### config.mk
export PLATFORM = sky130hd
export DESIGN_NAME = i2c_bus_monitor
export DESIGN_NICKNAME = d
export VERILOG_FILES = /design/src/rtl/i2c_pkg.sv /design/src/rtl/i2c_glitch_filter.sv /design/src/rtl/i2c_bus_monitor.sv
export SDC_FILE = /design/constraint.sdc
export NUM_CORES = 1
export LEC_CHECK = 0
export CORE_ASPECT_RATIO = 1.25
export CORE_MARGIN = 8
export CORE_UTILIZATION = 28
export DETAILED_ROUTE_END_ITERATION = 10
export GPL_TIMING_DRIVEN = 0
export HOLD_SLACK_MARGIN = 0.08
export PLACE_DENSITY = 0.45
export SLEW_MARGIN = 40
export SYNTH_ARGS = -nofsm -noshare
export SYNTH_HDL_FRONTEND = slang
export SYNTH_HIERARCHICAL = 1
export SYNTH_SLANG_ARGS = --single-unit
### constraint.sdc
create_clock -name clk -period 5.4 [get_ports clk]
set_input_delay 0.54 -clock clk [delete_from_list [all_inputs] [get_ports clk]]
set_output_delay 0.54 -clock clk [all_outputs]
set_load 0.005 [all_outputs]
### src/rtl/i2c_pkg.sv
// Shared definitions for the I2C bus front-end and protocol core:
// bus state type and default filter/timeout constants.
package i2c_pkg;

    typedef enum logic [1:0] {
        IDLE = 2'd0,
        BUSY = 2'd1,
        TOUT = 2'd2
    } i2c_bus_state_t;

    localparam int unsigned I2C_FILT_LEN       = 3;
    localparam int unsigned I2C_TIMEOUT_CYCLES = 250_000;
    localparam int unsigned I2C_CNT_W          = 24;

endpackage

### src/rtl/i2c_glitch_filter.sv
// Two-flop synchroniser followed by a persistence filter: the output only
// follows the input after FILT_LEN consecutive differing samples.
module i2c_glitch_filter
    import i2c_pkg::*;
#(
    parameter int unsigned FILT_LEN = I2C_FILT_LEN
) (
    input  logic clk,
    input  logic rst_n,
    input  logic d,
    output logic q
);

    localparam logic [3:0] CNT_LAST = 4'(FILT_LEN - 1);

    logic [1:0] sync;
    logic [3:0] cnt;

    // NOTE: sequential state uses non-blocking assignments so every flop
    // samples the pre-edge value of its neighbours regardless of order.
    always_ff @(posedge clk or negedge rst_n) begin
        if (!rst_n) begin
            sync <= 2'b11;
            q    <= 1'b1;
            cnt  <= '0;
        end else begin
            sync <= {sync[0], d};
            if (sync[1] == q) begin
                cnt <= '0;
            end else if (cnt == CNT_LAST) begin
                q   <= ~q;
                cnt <= '0;
            end else begin
                cnt <= cnt + 4'd1;
            end
        end
    end

endmodule

### src/rtl/i2c_bus_monitor.sv
// I2C pad front-end: filtered lines, SCL edge strobes, START/STOP detection,
// bus-busy/timeout state tracking and arbitration-loss detection.
module i2c_bus_monitor
    import i2c_pkg::*;
#(
    parameter int unsigned FILT_LEN       = I2C_FILT_LEN,
    parameter int unsigned TIMEOUT_CYCLES = I2C_TIMEOUT_CYCLES,
    parameter int unsigned CNT_W          = I2C_CNT_W
) (
    input  logic clk,
    input  logic rst_n,
    input  logic scl_i,
    input  logic sda_i,
    input  logic sda_o,
    output logic scl_f,
    output logic sda_f,
    output logic scl_rise,
    output logic scl_fall,
    output logic start_det,
    output logic stop_det,
    output logic bus_busy,
    output logic timeout,
    output logic arb_lost
);

    localparam logic [CNT_W-1:0] TO_LAST = CNT_W'(TIMEOUT_CYCLES - 1);

    logic           scl_q;
    logic           sda_q;
    i2c_bus_state_t state;
    i2c_bus_state_t state_next;
    logic [CNT_W-1:0] to_cnt;
    logic [CNT_W-1:0] to_cnt_next;
    logic           restart;
    logic           lines_idle;

    i2c_glitch_filter #(.FILT_LEN(FILT_LEN)) u_scl_filt (
        .clk  (clk),
        .rst_n(rst_n),
        .d    (scl_i),
        .q    (scl_f)
    );

    i2c_glitch_filter #(.FILT_LEN(FILT_LEN)) u_sda_filt (
        .clk  (clk),
        .rst_n(rst_n),
        .d    (sda_i),
        .q    (sda_f)
    );

    always_ff @(posedge clk or negedge rst_n) begin
        if (!rst_n) begin
            scl_q <= 1'b1;
            sda_q <= 1'b1;
        end else begin
            scl_q <= scl_f;
            sda_q <= sda_f;
        end
    end

    // Requiring SCL stable high across both samples suppresses START/STOP
    // when both filtered lines change in the same cycle.
    assign scl_rise  =  scl_f & ~scl_q;
    assign scl_fall  = ~scl_f &  scl_q;
    assign start_det =  scl_f &  scl_q & ~sda_f &  sda_q;
    assign stop_det  =  scl_f &  scl_q &  sda_f & ~sda_q;

    assign restart    = (state == BUSY) & start_det;
    // Both lines high now and in the previous cycle: bus released for a full cycle.
    assign lines_idle = scl_f & scl_q & sda_f & sda_q;

    // NOTE: every signal written in always_comb gets a default first so no
    // path can leave it unassigned and infer a latch.
    always_comb begin
        state_next = state;
        case (state)
            IDLE: begin
                if (start_det) state_next = BUSY;
            end
            BUSY: begin
                if (stop_det)                         state_next = IDLE;
                else if (start_det)                   state_next = BUSY;
                else if (!scl_f && to_cnt == TO_LAST) state_next = TOUT;
            end
            TOUT: begin
                if (stop_det)        state_next = IDLE;
                else if (start_det)  state_next = BUSY;
                else if (lines_idle) state_next = IDLE;
            end
            default: state_next = IDLE;
        endcase
    end

    always_comb begin
        to_cnt_next = to_cnt;
        if (state_next != state || restart || scl_f || state != BUSY) begin
            to_cnt_next = '0;
        end else if (to_cnt != TO_LAST) begin
            to_cnt_next = to_cnt + CNT_W'(1);
        end
    end

    always_ff @(posedge clk or negedge rst_n) begin
        if (!rst_n) begin
            state  <= IDLE;
            to_cnt <= '0;
        end else begin
            state  <= state_next;
            to_cnt <= to_cnt_next;
        end
    end

    assign bus_busy = (state == BUSY);
    assign timeout  = (state == TOUT);
    assign arb_lost = (state == BUSY) & scl_rise & sda_o & ~sda_f;

endmodule

==> results of run 1 <==
-- metrics by stage --
step           area (um^2)  worst slack (ns)  utilization, %  hold WS (ns)  std cells
2_1_floorplan         2020              3.61               -         0.244        194
3_3_place_gp          2260              2.56            32.4         0.347        297
3_5_place_dp          2280              2.90            32.7         0.348        298
4_1_cts               2380              2.88            34.1         0.360        307
5_1_grt               2380              2.67            34.1         0.361        307
6_report              2380              2.96            34.1         0.359        307
-- final cells by class --
cell class | instances | area (um^2) | area share [%]
repair buffers | 15 | 158 | 6.62
multi-input cells | 142 | 902 | 37.9
clock inverters | 1 | 5.00 | 0.210
flip-flops and latches | 42 | 1060 | 44.6
plain buffers | 6 | 40.0 | 1.68
clock buffers | 7 | 86.3 | 3.63
inverters | 4 | 15.0 | 0.631
well taps | 90 | 113 | 4.73
-- cell usage after synthesis, types with 3 or more instances --
master and instances:
ha_1 5, nor2b_1 4, xor2_1 10, or3_1 6, o21ai_0 7, and3_1 3
nor2_1 21, inv_1 4, o31ai_1 5, nand2_1 11, nand4_1 8, dfrtp_1 34
nand3_1 13, xnor2_1 6, a21oi_1 13, dfstp_2 8, clkbuf_1 4, or4_1 5
-- routing by layer --
| layer | vias up | routed length (um) | share of wire [%] | GRT usage [%] |
|---|---|---|---|---|
| met2 | 26 | 2150 | 50 | 14.7 |
| met3 | 4 | 188 | 4.4 | 2.51 |
| li1 | 737 | - | - | - |
| met1 | 730 | 1920 | 44 | 9.90 |
| met4 | 0 | 49 | 1.1 | 3.23 |
| met5 | - | 0 | 0 | 0 |
-- path summary, 6_finish.rpt --
kind	cells after the start	start	slack (ns)	endpoint
max in group asynchronous	3	rst_n	4.32	u_sda_filt/q
max reg2reg	7	to_cnt[0]	2.96	to_cnt[3]
min	0	u_scl_filt/sync[0]	0.36	u_scl_filt/sync[1]
min reg2reg	0	u_scl_filt/sync[0]	0.36	u_scl_filt/sync[1]
max	7	to_cnt[0]	2.96	to_cnt[3]
min in group asynchronous	2	rst_n	0.60	to_cnt[17]
-- registers in the layout, indices dropped and copies added (netlist names) --
name             count
to_cnt              24
u_scl_filt/cnt       4
scl_q                1
u_scl_filt/q         1
u_sda_filt/sync      2
u_sda_filt/cnt       4
u_sda_filt/q         1
state                2
sda_q                1
u_scl_filt/sync      2
-- kinds of logic (layout without fill, tap and decap cells) --
group	count (synthesis)	count (layout)	synth area share [%]
compound gates	29	29	8.43
xor+xnor	16	16	6.94
fa+ha+maj	5	5	3.10
buf+inv	10	33	2.73
flops	42	42	52.6
mux	2	2	1.49
simple gates	90	90	24.7
-- report_power, final --
group	leakage (nW)	switching, W	internal [W]
sequential	0.553	0.0000470	0.000368
combinational	0.342	0.0000999	0.000104
clock	0.0482	0.000107	0.000103
total	0.943	0.000253	0.000575
==> results.toml, run 1 <==
[floorplanning]
start_util_pct = 28.9
die_h_um = 111
core_um2 = 6980
fp.dieW_um = 91.9
pin_count = 14
std_cell_rows = 34
die-area_um2 = 10200

[sta]
slew-limit-headroom_pct = 64.3
setup_viol_count_final = 0
period_share_pct = 45.3
report.final.hold_viol_count = 0
rsz0062_at_grt = "false"
tightest_slew_ns = 0.536
clock.fmax_ghz = 0.409
min_period_ns = 2.44
fin_setup_tns_ns = 0
drv_slew = 0
finalClockSkew_ns = 0.00991

[logic_synthesis]
synth_cells = 194
avgSynthCellArea_um2 = 10.4
syn_nets = 204
synth_edf_count = 0
ys_ff_latch = 42
ys_types = 39
synth_top_cell_by_area = "dfrtp_1"
syn_area_um2 = 2020
async_reset_ff_share_pct = 100
yosys-top-cells-area = "dfrtp_1, dfstp_2, xor2_1"
yosys_warnings = 6
synth_ff_type = "dfrtp_1"
yosys.area.top_type_share_pct = 42.2
synth_sequential_area_ratio_pct = 52.6

[clock_network]
clock_path_buffers = 2
htree_levels = 2
cts_tree = "built"
cts_hold_buf = 1
path_clk_slew_ns = 0.08
root_buffer = "clkbuf_8"
clk_latency_ns = 0.29
cts_resized = 0
post_cts_buffers = 0
clock_sinks = 42
numCtsBuffers = 5

[global_routing]
grt_antenna_before_repair = 0
grt_pass1_vias = 1528
grt_start_max_net_pins = 36
grt_pass1_wl_um = 7240
grt.total_usage_pct = 8.64
overflow = 0

[run]
cap_violations = 0

[setup_path]
crit_required_ns = 5.55
cp_common_cell = "clkbuf_1"
slowest_delay_ns = 0.48
critPathKind = "reg -> reg"
cp-end-kind = "register"
cp_top_family = "buffers and inverters"
critPathArrivalTime_ns = 2.60
worst-path-buf-inv = 2
worstPathMaxFanout = 10
worstSetupStartpointType = "register"
cpMaxStageDelayCell = "clkbuf_1"
path_cells = "ha_1 > and3_1 > clkbuf_1 > nand3_1 > o21bai_1 > clkbuf_1 > nor2_1"

[routing]
via_count = 1497
route.detailed.drc = 0
wl_per_cell_um = 14.0
viasPerCell = 4.88
ant_nets = 0
wirelength_um = 4310
first_pass_iters = 4
drtIter0Drc = 41

[power_and_ir_drop]
total_power_w = 0.000829
p_leak_nw = 0.943
vdd_drop_max_uv = 250
power.density_nw_per_um2 = 348

[place]
hpwl_um = 3070
gp_congestion = 0.723
port_buffers = 13

[layout]
num-nets-final = 226
diodes = 0
area_growth_pct = 17.9
layout-drive-gt1-share_pct = 14.3
layout_common_cells = "dfrtp_1, nor2_1, nand3_1, a21oi_1, clkdlybuf4s50_1"
n_fill_cell = 743
final_common_cell = "dfrtp_1"

[hold_path]
min_path_type = "reg -> reg"

[outcome]
status = "complete, no violations"
Power figures use the tool's default switching activity.
==> inputs of run 2 (changes only) <==
clock period = 2.4 ns   (was 5.4 ns; I/O delays follow)
==> run 2 against run 1 <==
Against the previous run:
- wire length about the same
- via count hardly changed
- clock-buffer cell count did not move
- clock power is 120% higher
- critical path type unchanged
- utilization rose by 0.090 points
==> results.toml, run 2 (synthesized netlist as in run 1, its figures left out) <==
[sta]
report.final.hold_viol_count = 0
min_period_ns = 2.14
slew-limit-headroom_pct = 69.7
setup_viol_count_final = 0
drv_slew = 0
period_share_pct = 89.2
rsz0062_at_grt = "false"
tightest_slew_ns = 0.454
clock.fmax_ghz = 0.467
finalWorstSetupSlack_ns = 0.258
finalClockSkew_ns = 0.0101

[setup_path]
critPathKind = "reg -> reg"
cpMaxStageDelayCell = "dfrtp_1"
worstSetupStartpointType = "register"
r2r-end = "to_cnt[3]"
slowest_delay_ns = 0.40
critPathArrivalTime_ns = 2.31
worstPathMaxFanout = 10
crit_required_ns = 2.57
path_cells = "ha_1 > and3_1 > clkbuf_1 > nand3_1 > o21bai_2 > clkbuf_2 > nor2_1"
timing.rr.start = "to_cnt[0]"
r2r_slack_ns = 0.26
cp-end-kind = "register"
ff2ff_path_depth = 7

[clock_network]
root_buffer = "clkbuf_8"
clk_latency_ns = 0.29
clock_path_buffers = 2
clock_sinks = 42
cts_tree = "built"
numCtsBuffers = 5
htree_levels = 2
path_clk_slew_ns = 0.08

[layout]
layout-drive-gt1-share_pct = 15.7
top_regs = "to_cnt (24), u_scl_filt/cnt (4), u_sda_filt/cnt (4)"
top_register = "to_cnt"
largest_reg_flops = 24
diodes = 0
final_common_cell = "dfrtp_1"
multi_input_area_um2 = 906
n_fill_cell = 741
num-nets-final = 226
instances_no_fill = 307
area_growth_pct = 18.2
final_cell_area_um2 = 2390
seq_area_um2 = 1060
layout_common_cells = "dfrtp_1, nor2_1, nand3_1, a21oi_1, clkdlybuf4s50_1"

[routing]
wl_met1_um = 1900
ant_nets = 0
wl_per_cell_um = 14.0
first_pass_iters = 4
drtIter0Drc = 42
dr_wl_met2_um = 2150
route.detailed.drc = 0
viasPerCell = 4.87
routed.top_layer = "met4"
wirelength_um = 4300
via_count = 1496
wl_met3_um = 203

[power_and_ir_drop]
p_leak_nw = 0.949
power.density_nw_per_um2 = 784
vdd_drop_max_uv = 563

[place]
hpwl_um = 3070
pre_cts_slack_ns = -0.0999
placed_cells = 298
dpl-instance-area_um2 = 2280
gp_congestion = 0.723
port_buffers = 13

[floorplanning]
start_util_pct = 28.9
die_h_um = 111
pin_count = 14
fp.dieW_um = 91.9
core_um2 = 6980
die-area_um2 = 10200
std_cell_rows = 34

[global_routing]
overflow = 0
grt_antenna_before_repair = 0
grt.total_usage_pct = 8.64
grt_start_max_net_pins = 36
grt_pass1_vias = 1528
grt_pass1_wl_um = 7240

[outcome]
status = "complete, no violations"

[run]
cap_violations = 0

[hold_path]
min_path_type = "in -> async"
[run 2: cell type report]
class                   instances  share of cell area (%)
plain buffers                   6                    1.78
clock inverters                 1                   0.210
multi-input cells             142                    38.0
inverters                       4                   0.629
flip-flops and latches         42                    44.5
clock buffers                   7                    3.62
repair buffers                 15                    6.61
well taps                      90                    4.72
[run 2: worst max-delay path by stage]
stage                         start                 to  cells after the start
after global routing      to_cnt[0]          to_cnt[3]                      7
after CTS                 to_cnt[0]          to_cnt[3]                      7
after floorplan           to_cnt[0]          to_cnt[3]                      7
after detailed placement  to_cnt[0]          to_cnt[3]                      7
final                     to_cnt[0]          to_cnt[3]                      7
after global placement        rst_n  u_sda_filt/cnt[0]                      1
[run 2: report_power, final]
part | internal [W] | switching, W | leakage, nW
sequential | 0.000828 | 0.000106 | 0.553
combinational | 0.000241 | 0.000225 | 0.349
clock | 0.000232 | 0.000239 | 0.0482
[run 2: layer usage]
metal	up-vias	track usage (%)
met1	727	9.90
met2	29	14.7
li1	736	-
met5	-	0
met3	4	2.51
met4	0	3.23
[run 2: timing repair]
item / 4_1_cts / 5_1_grt
hold buffers: 1 / 0
hold endpoints to repair: 36 / 0
setup buffers: 0 / 0
endpoints found under the setup margin: 18 / 20
gates resized for setup: 2 / 1
[run 2: worst max-delay path: cells and delay by family (launching register included)]
kind                       cells  cell delay, ns
adders and majority gates      1            0.21
and+or+nand+nor                3            0.44
DFF                            1            0.40
buffers and inverters          2            0.69
AOI/OAI and AO/OA              1            0.28
[run 2: metrics by stage]
| step | hold slack [ns] | TNS, ns | total power, W | utilization [%] |
|---|---|---|---|---|
| after global placement | 0.347 | -4.62 | 0.00141 | 32.4 |
| after global routing | 0.322 | 0 | 0.00200 | 34.2 |
| final | 0.299 | 0 | 0.00187 | 34.2 |
| after detailed placement | 0.0735 | -0.691 | 0.00142 | 32.7 |
| after floorplan | -0.0556 | 0 | 0.00118 | - |
| after CTS | 0.290 | 0 | 0.00192 | 34.1 |
